## config.mk

```make
export PLATFORM = sky130hd
export DESIGN_NAME = gpia_in_port
export DESIGN_NICKNAME = d
export VERILOG_FILES = /design/src/rtl/gpia_in_port.sv
export SDC_FILE = /design/constraint.sdc
export NUM_CORES = 1
export LEC_CHECK = 0
export CAP_MARGIN = 20
export CORE_MARGIN = 10
export CORE_UTILIZATION = 48
export CTS_CLUSTER_DIAMETER = 30
export DETAILED_ROUTE_END_ITERATION = 10
export PLACE_DENSITY_LB_ADDON = 0.08
export SYNTH_ARGS = -nofsm -noshare
export SYNTH_HDL_FRONTEND = slang
export SYNTH_SLANG_ARGS = --single-unit
```

## constraint.sdc

```tcl
create_clock -name clk_i -period 1.4 [get_ports clk_i]
set_input_delay 0.35 -clock clk_i [delete_from_list [all_inputs] [get_ports clk_i]]
set_output_delay 0.35 -clock clk_i [all_outputs]
set_load 0.005 [all_outputs]
```

## src/rtl/gpia_in_port.sv

```systemverilog
// GPIA input port: pin synchroniser, edge-to-event latch, Wishbone register slave and IRQ.
// Optional macro GPIA_IN_FILTER_EN adds a 3-sample stability filter ahead of edge detection.
module gpia_in_port #(
    parameter int unsigned WIDTH = 8
) (
    input  logic             clk_i,
    input  logic             res_i,
    input  logic [WIDTH-1:0] p_i,
    input  logic [1:0]       adr_i,
    input  logic [WIDTH-1:0] dat_i,
    output logic [WIDTH-1:0] dat_o,
    input  logic             we_i,
    input  logic             stb_i,
    output logic             ack_o,
    output logic             irq_o
);

    localparam logic [1:0] ADR_LEVEL   = 2'd0;
    localparam logic [1:0] ADR_EVENT   = 2'd1;
    localparam logic [1:0] ADR_RISE_EN = 2'd2;
    localparam logic [1:0] ADR_FALL_EN = 2'd3;

    logic [WIDTH-1:0] sync0_q, sync0_d;
    logic [WIDTH-1:0] sync1_q, sync1_d;
    logic [WIDTH-1:0] last_q, last_d;
    logic [WIDTH-1:0] ev_q, ev_d;
    logic [WIDTH-1:0] rise_en_q, rise_en_d;
    logic [WIDTH-1:0] fall_en_q, fall_en_d;
    logic [WIDTH-1:0] dat_q, dat_d;
    logic             ack_q, ack_d;

    logic [WIDTH-1:0] level;
    logic [WIDTH-1:0] rise;
    logic [WIDTH-1:0] fall;
    logic [WIDTH-1:0] clr;
    logic [WIDTH-1:0] rd_data;
    logic             access;
    logic             wr;

`ifdef GPIA_IN_FILTER_EN
    logic [WIDTH-1:0] hist1_q, hist1_d;
    logic [WIDTH-1:0] hist2_q, hist2_d;
    logic [WIDTH-1:0] filt_q, filt_d;
    logic [WIDTH-1:0] stable;

    // Filtered level follows sync1 only once it has agreed over three consecutive samples.
    always_comb begin
        hist1_d = sync1_q;
        hist2_d = hist1_q;
        stable  = ~(sync1_q ^ hist1_q) & ~(sync1_q ^ hist2_q);
        filt_d  = (filt_q & ~stable) | (sync1_q & stable);
        level   = filt_q;
    end

    always_ff @(posedge clk_i or negedge res_i) begin
        if (!res_i) begin
            hist1_q <= '0;
            hist2_q <= '0;
            filt_q  <= '0;
        end else begin
            hist1_q <= hist1_d;
            hist2_q <= hist2_d;
            filt_q  <= filt_d;
        end
    end
`else
    always_comb begin
        level = sync1_q;
    end
`endif

    always_comb begin
        case (adr_i)
            ADR_LEVEL:   rd_data = level;
            ADR_EVENT:   rd_data = ev_q;
            ADR_RISE_EN: rd_data = rise_en_q;
            default:     rd_data = fall_en_q;
        endcase
    end

    // Next-state logic; an access is taken only while ack is low, giving the two-cycle handshake.
    always_comb begin
        sync0_d   = p_i;
        sync1_d   = sync0_q;
        last_d    = level;
        rise_en_d = rise_en_q;
        fall_en_d = fall_en_q;
        dat_d     = dat_q;
        ack_d     = 1'b0;
        clr       = '0;

        access = stb_i & ~ack_q;
        wr     = access & we_i;

        rise = level & ~last_q & rise_en_q;
        fall = ~level & last_q & fall_en_q;

        if (access) begin
            ack_d = 1'b1;
            dat_d = we_i ? '0 : rd_data;
        end

        if (wr) begin
            case (adr_i)
                ADR_EVENT:   clr       = dat_i;
                ADR_RISE_EN: rise_en_d = dat_i;
                ADR_FALL_EN: fall_en_d = dat_i;
                default:     ;
            endcase
        end

        // New edges win over a same-cycle clear so no event is dropped.
        ev_d = (ev_q & ~clr) | rise | fall;
    end

    always_ff @(posedge clk_i or negedge res_i) begin
        if (!res_i) begin
            sync0_q   <= '0;
            sync1_q   <= '0;
            last_q    <= '0;
            ev_q      <= '0;
            rise_en_q <= '0;
            fall_en_q <= '0;
            dat_q     <= '0;
            ack_q     <= 1'b0;
        end else begin
            sync0_q   <= sync0_d;
            sync1_q   <= sync1_d;
            last_q    <= last_d;
            ev_q      <= ev_d;
            rise_en_q <= rise_en_d;
            fall_en_q <= fall_en_d;
            dat_q     <= dat_d;
            ack_q     <= ack_d;
        end
    end

    assign dat_o = dat_q;
    assign ack_o = ack_q;
    assign irq_o = |ev_q;

endmodule

```

==> metrics.md, run 1 <==
| Metric | Value |
|---|---|
| Outcome | `finished, violations left` |
| Failing checks | `setup timing` |
| CP max FO | `2` |
| Clk root buf | `clkbuf_8` |
| Buffers on Ports | `31` |
| Period minus WS final | `1574 ps` |
| M2 GR Usage | `0.2116` |
| DRT antenna net count | `0` |
| GRT Max-Usage Layer | `met2` |
| Setup CP Type | `flip-flop to output port` |
| Peak supply drop | `0.7973 mV` |
| Clock-pin slew on the worst setup and hold paths | `60 ps` |
| Finished Core Util | `0.6811` |
| Hold Crit Class | `input pin to asynchronous set/reset pin` |
| Worst Setup End Kind | `output port` |
| # setup viols final | `1` |
| Wirelength per Cell | `17.20 um` |
| Placed cells | `249` |
| Skew-Pair Late Insertion Delay | `320 ps` |
| # DRC | `0` |
| Most common cell after layout, fill and taps aside | `dfrtp_1` |
| DIE HEIGHT | `88.06 um` |
| M1 GR Usage | `0.1429` |
| Vias in the first global route | `1,640` |
| Slew Viols, Final | `0` |
| CTS tree | `yes` |
| Buf+Inv Stages, Crit Path | `1` |
| Worst path max stage delay | `400 ps` |
| Cell taking the most area after synthesis | `dfrtp_1` |
| Max_cap viols | `0` |
| Synth warn | `0` |
| Area delta synth->final | `35.23%` |
| Bufs on Longest Clock Path | `2` |
| Synthesized cell area | `2223 um2` |
| Core Footprint | `4414 um2` |
| Antenna cells | `0` |
| Most frequent cells in the layout | `dfrtp_1, buf_4, mux2_2, clkdlybuf4s50_1` |
| DR vias | `1,463` |
| Rows | `24` |
| Max stage delay cell, worst path | `dfrtp_1` |
| Final hold violation count | `0` |
| Sink Count | `57` |
| Die width | `88.06 um` |
| Share of cells above drive strength 1 | `0.3443` |
| IO Pins | `32` |
| Critical path's top delay family | `flip-flops` |
| WP data required | `1050 ps` |
| Via density | `5.542` |
| M3 GR Usage | `0.04643` |
| H-Tree Level Count | `3` |
| Post-Layout Cell Count | `264` |
| DP HPWL | `3301 um` |
| Worst-path cell chain | `nor4_4, nand2_1, buf_2` |
| Initial antenna violation count | `0` |
| Syn Inst Count | `142` |
| Die area | `7755 um2` |
| Final wirelength | `4541 um` |
| CP Launch Type | `flip-flop` |
| Final worst-path cycle share | `1.124` |
| Syn nets | `164` |
| Pleak | `0.001381 uW` |
| FF+latch count, synth | `57` |
| Initial core utilization | `0.5037` |
| Inserted Clock Buffers | `9` |
| GRT Total Usage | `0.1302` |
| Pwr Density | `1332 nW/um2` |
| Slew @ Worst Pin | `374.9 ps` |
| Top-area cell type share of the netlist area | `0.6415` |
| Net count, final | `230` |
| Setup bufs post-CTS | `0` |
| Clock skew | `3.111 ps` |
| Initial DRC Count | `55` |
| Largest net degree at the start of global routing | `58` |
| Global-route wire length before repair | `7741 um` |
| Slew headroom | `0.7498` |
| Drt first pass iters | `4` |
| Worst Slack Setup Final | `-173.8 ps` |
| Arrival time at the worst endpoint | `1220 ps` |
| Cts hold-fix bufs | `0` |
| GR Overflow Total | `0` |
| Synth top area cells | `dfrtp_1, mux2_2, mux4_2` |
| Global placement routability congestion | `0.8193` |
| Sequential-to-total area share from yosys stat | `0.6415` |
| Post-synthesis cell type count | `21` |
| Fill cells | `315` |
| F_max | `635.4 MHz` |
| Average size of a mapped cell | `15.66 um2` |
| RSZ-0062 raised after global routing | `yes` |
[cell families (layout without fill, tap and decap cells)]
group,count (synthesis),after routing,synth area share
DFF,57,57,0.6415
and+or+nand+nor,26,26,0.07710
AOI/OAI and AO/OA,24,24,0.08891
muxes,24,24,0.1654
buffers and inverters,11,81,0.02701
[synth_stat cells]
| master | count |
|---|---|
| a211o_1 | 1 |
| a21o_1 | 7 |
| a22o_1 | 8 |
| buf_4 | 1 |
| buf_6 | 2 |
| dfrtp_1 | 57 |
| inv_1 | 8 |
| mux2_2 | 16 |
| mux4_1 | 2 |
| mux4_2 | 6 |
| nand2_1 | 10 |
| nand2b_4 | 1 |
| nand3b_1 | 8 |
| nand4_2 | 1 |
| nand4b_1 | 1 |
| nor2_1 | 1 |
| nor2b_1 | 1 |
| nor3_4 | 1 |
| nor4_1 | 2 |
| o21ai_0 | 1 |
| o221ai_1 | 7 |
[worst reg2reg max path, cell delays in order (launching register included)]
cell and delay [ps]:
dfrtp_1 410, buf_4 150, mux4_1 480, a22o_1 210
[sequential cells by signal, indices dropped and copies added (netlist names)]
name       flops
last_d         8
rise_en_q      8
ev_q           8
last_q         8
dat_o          8
sync0_q        8
ack_o          1
fall_en_q      8
[timing repair]
item,4_1_cts,5_1_grt
pin swaps,3,3
setup endpoints to repair,42,32
hold endpoints to repair,0,0
resized for setup,27,3
[layer usage]
layer  routed length (um)  vias to the layer above
met5                    0                        -
met4                  118                        0
met3                  236                       13
met2                 2265                       35
met1                 1920                      747
li1                     -                      668
[path summary, 6_finish.rpt]
| check | depth (start not counted) | slack, ps | to | from |
|---|---|---|---|---|
| max | 3 | -170 | irq_o | ev_q[2]$_DFF_PN0_ |
| min | 2 | 20 | sync0_q[6]$_DFF_PN0_ | res_i |
| max reg2reg | 3 | 50 | dat_o[0]$_DFFE_PN0N_ | ev_q[0]$_DFF_PN0_ |
| min reg2reg | 0 | 350 | last_d[7]$_DFF_PN0_ | sync0_q[7]$_DFF_PN0_ |
| max in group asynchronous | 2 | 1140 | sync0_q[0]$_DFF_PN0_ | res_i |
| min in group clk_i | 0 | 350 | last_d[7]$_DFF_PN0_ | sync0_q[7]$_DFF_PN0_ |
[stage by stage]
step                      power, uW  hold slack, ps  worst slack [ps]  instance area [um2]  TNS (ps)
after floorplan                2257           54.41             13.00                 2223         0
after global placement         2532           332.5            -608.6                 2779    -16870
after detailed placement       2565           336.3            -640.6                 2779    -17130
after CTS                      4054           20.74            -235.3                 2992    -235.3
after global routing           4197           39.32            -262.5                 3007    -262.5
final                          4005           18.45            -173.8                 3007    -173.8
[power by group]
| group | switching [uW] | internal [uW] | leakage, uW | total (uW) |
|---|---|---|---|---|
| clock | 595 | 903 | 0.000102 | 1500 |
| combinational | 196 | 335 | 0.000617 | 531 |
| sequential | 134 | 1840 | 0.000662 | 1980 |
[final cells by class]
type	instances	area, um2	share of cell area
multi-input cells	74	765.7	0.2547
repair buffers	58	524.3	0.1744
inverters	8	30.03	0.009988
clock inverters	3	40.04	0.01332
flip-flops and latches	57	1426	0.4744
well taps	52	65.06	0.02164
clock buffers	12	155.1	0.05160
No activity file was read; power rests on OpenSTA's default activity.
==> inputs of run 2 (changes only) <==
Settings changed: CAP_MARGIN 20 to unset, CORE_UTILIZATION 48 to 53.
Clock period 1.4 ns to 1.5 ns, I/O delays scaled along.
==> run 2 against run 1 <==
Net effect:
- the flow still finishes with violations (setup timing)
- clock power decreased by 9%
- design area increased by 0.58%
- count of clock-buffer cells in the layout increased by 1
- sequential share of layout area decreased by 0.27 points
- utilization increased by 6.9 points
- global-route usage increased by 0.63 points
- wire length increased by 0.92%
- combinational power decreased by 3.8%
- clock skew increased by 8.5 ps
- cell count unchanged
- largest cell class unchanged
==> metrics.md, run 2 (synthesis results as in run 1) <==
| Metric | Value |
|---|---|
| Peak supply drop | `1.057 mV` |
| Core Footprint | `4029 um2` |
| Worst Slack Setup Final | `-142.6 ps` |
| M3 GR Usage | `0.05604` |
| Area delta synth->final | `36.02%` |
| # DRC | `0` |
| Critical path's top delay family | `flip-flops` |
| Pre-CTS WS | `-415.7 ps` |
| Hold Crit Class | `input pin to asynchronous set/reset pin` |
| Largest net degree at the start of global routing | `58` |
| Initial antenna violation count | `0` |
| Worst Setup End Kind | `output port` |
| Final wirelength | `4583 um` |
| Global placement routability congestion | `0.7920` |
| Initial DRC Count | `125` |
| Post-Layout Cell Count | `264` |
| Via density | `5.580` |
| Max stage delay cell, worst path | `dfrtp_1` |
| F_max | `608.8 MHz` |
| H-Tree Level Count | `3` |
| DR vias | `1,473` |
| Sink Count | `57` |
| # setup viols final | `1` |
| DRT antenna net count | `0` |
| Outcome | `finished, violations left` |
| DIE HEIGHT | `84.77 um` |
| Initial core utilization | `0.5519` |
| Worst reg-to-reg path cell count | `4` |
| Buffers on Ports | `31` |
| Clk root buf | `clkbuf_8` |
| Skew-Pair Late Insertion Delay | `330 ps` |
| CTS tree | `yes` |
| Global-route wire length before repair | `7728 um` |
| Finished Core Util | `0.7506` |
| Pleak | `0.001408 uW` |
| Worst-path cell chain | `nor4_4, nand2_1, buf_2` |
| Arrival time at the worst endpoint | `1270 ps` |
| Bufs on Longest Clock Path | `2` |
| Buf+Inv Stages, Crit Path | `1` |
| Placed cells | `246` |
| Final hold violation count | `0` |
| Setup CP Type | `flip-flop to output port` |
| Cts hold-fix bufs | `0` |
| Slew @ Worst Pin | `287.2 ps` |
| GRT Total Usage | `0.1364` |
| Slew Viols, Final | `0` |
| RSZ-0062 raised after global routing | `yes` |
| IO Pins | `32` |
| CP Depth | `3` |
| Placed Instance Area | `2781 um2` |
| Net count, final | `231` |
| Failing checks | `setup timing` |
| Slew headroom | `0.8085` |
| Inserted Clock Buffers | `9` |
| Period minus WS final | `1643 ps` |
| Clock skew | `11.58 ps` |
| Most frequent cells in the layout | `dfrtp_1, buf_4, clkdlybuf4s50_1` |
| Setup crit start | `ev_q[2]$_DFF_PN0_` |
| DP HPWL | `3309 um` |
| CP Launch Type | `flip-flop` |
| M1 GR Usage | `0.1511` |
| Antenna cells | `0` |
| WP data required | `1120 ps` |
| GRT Max-Usage Layer | `met2` |
| Share of cells above drive strength 1 | `0.3271` |
| Fill cells | `266` |
| Pwr Density | `1229 nW/um2` |
| Worst path max stage delay | `410 ps` |
| Max_cap viols | `0` |
| GR Overflow Total | `0` |
| Final worst-path cycle share | `1.095` |
| CP max FO | `2` |
| Most common cell after layout, fill and taps aside | `dfrtp_1` |
| Die area | `7186 um2` |
| Rows | `23` |
| Drt first pass iters | `4` |
| Wirelength per Cell | `17.36 um` |
| Die width | `84.77 um` |
| Final non-filler cell area | `3024 um2` |
| Clock-pin slew on the worst setup and hold paths | `70 ps` |
| M2 GR Usage | `0.2258` |
| R2r startpoint | `ack_o$_DFF_PN0_` |
| Vias in the first global route | `1,635` |
-- run 2: changes by cell type in the layout (fill, tap and decap cells not counted), sizes merged --
cell           before  now
clkbuf             12   13
dlygate4sd2        11   10
clkdlybuf4s15       1    0
clkdlybuf4s50      16   17
bufbuf              0    1
dlymetal6s2s        1    2
-- run 2: cell type report --
class,instances,area [um2],area share
repair buffers,59,564.3,0.1866
flip-flops and latches,57,1426,0.4717
inverters,8,30.03,0.009930
well taps,50,62.56,0.02069
multi-input cells,74,752.0,0.2487
clock buffers,13,148.9,0.04923
clock inverters,3,40.04,0.01324
-- run 2: power by group --
part,switching (uW),leakage (uW),internal [uW]
registers,123,0.000662,1720
logic,183,0.000648,328
clock network,554,0.0000974,808
total,860,0.00141,2860
-- run 2: layer usage --
| metal | wire length (um) | vias to the layer above |
|---|---|---|
| met3 | 239 | 10 |
| li1 | - | 661 |
| met2 | 2367 | 41 |
| met1 | 1911 | 761 |
| met4 | 65 | 0 |
| met5 | 0 | - |
-- run 2: stage by stage --
step	setup TNS, ps	hold WS [ps]	total power, uW
6_report	-142.6	36.70	3716
5_1_grt	-229.7	51.11	3900
4_1_cts	-194.5	40.34	3762
3_5_place_dp	-10250	336.5	2394
3_3_place_gp	-9267	331.5	2363
2_1_floorplan	0	79.41	2106
-- run 2: what timing repair did --
action                     CTS  global route
pin swaps                    2             2
buffers inserted             1             0
setup endpoints to repair   25            14
gates resized for setup     17             5
cloned                       1             0
-- run 2: final timing paths --
kind                                       endpoint  slack [ps]
setup / recovery                              irq_o        -140
hold / removal                 dat_o[3]$_DFFE_PN0N_          40
setup reg to reg           rise_en_q[0]$_DFFE_PN0P_         150
hold reg to reg                 last_d[3]$_DFF_PN0_         350
max in group asynchronous  fall_en_q[0]$_DFFE_PN0P_        1220
min in group clk_i              last_d[3]$_DFF_PN0_         350
==> inputs of run 3 (changes only) <==
Settings changed: CAP_MARGIN set to 20.
==> results of run 3 <==
No change in the layout: final DEF, timing and power equal those of run 2.
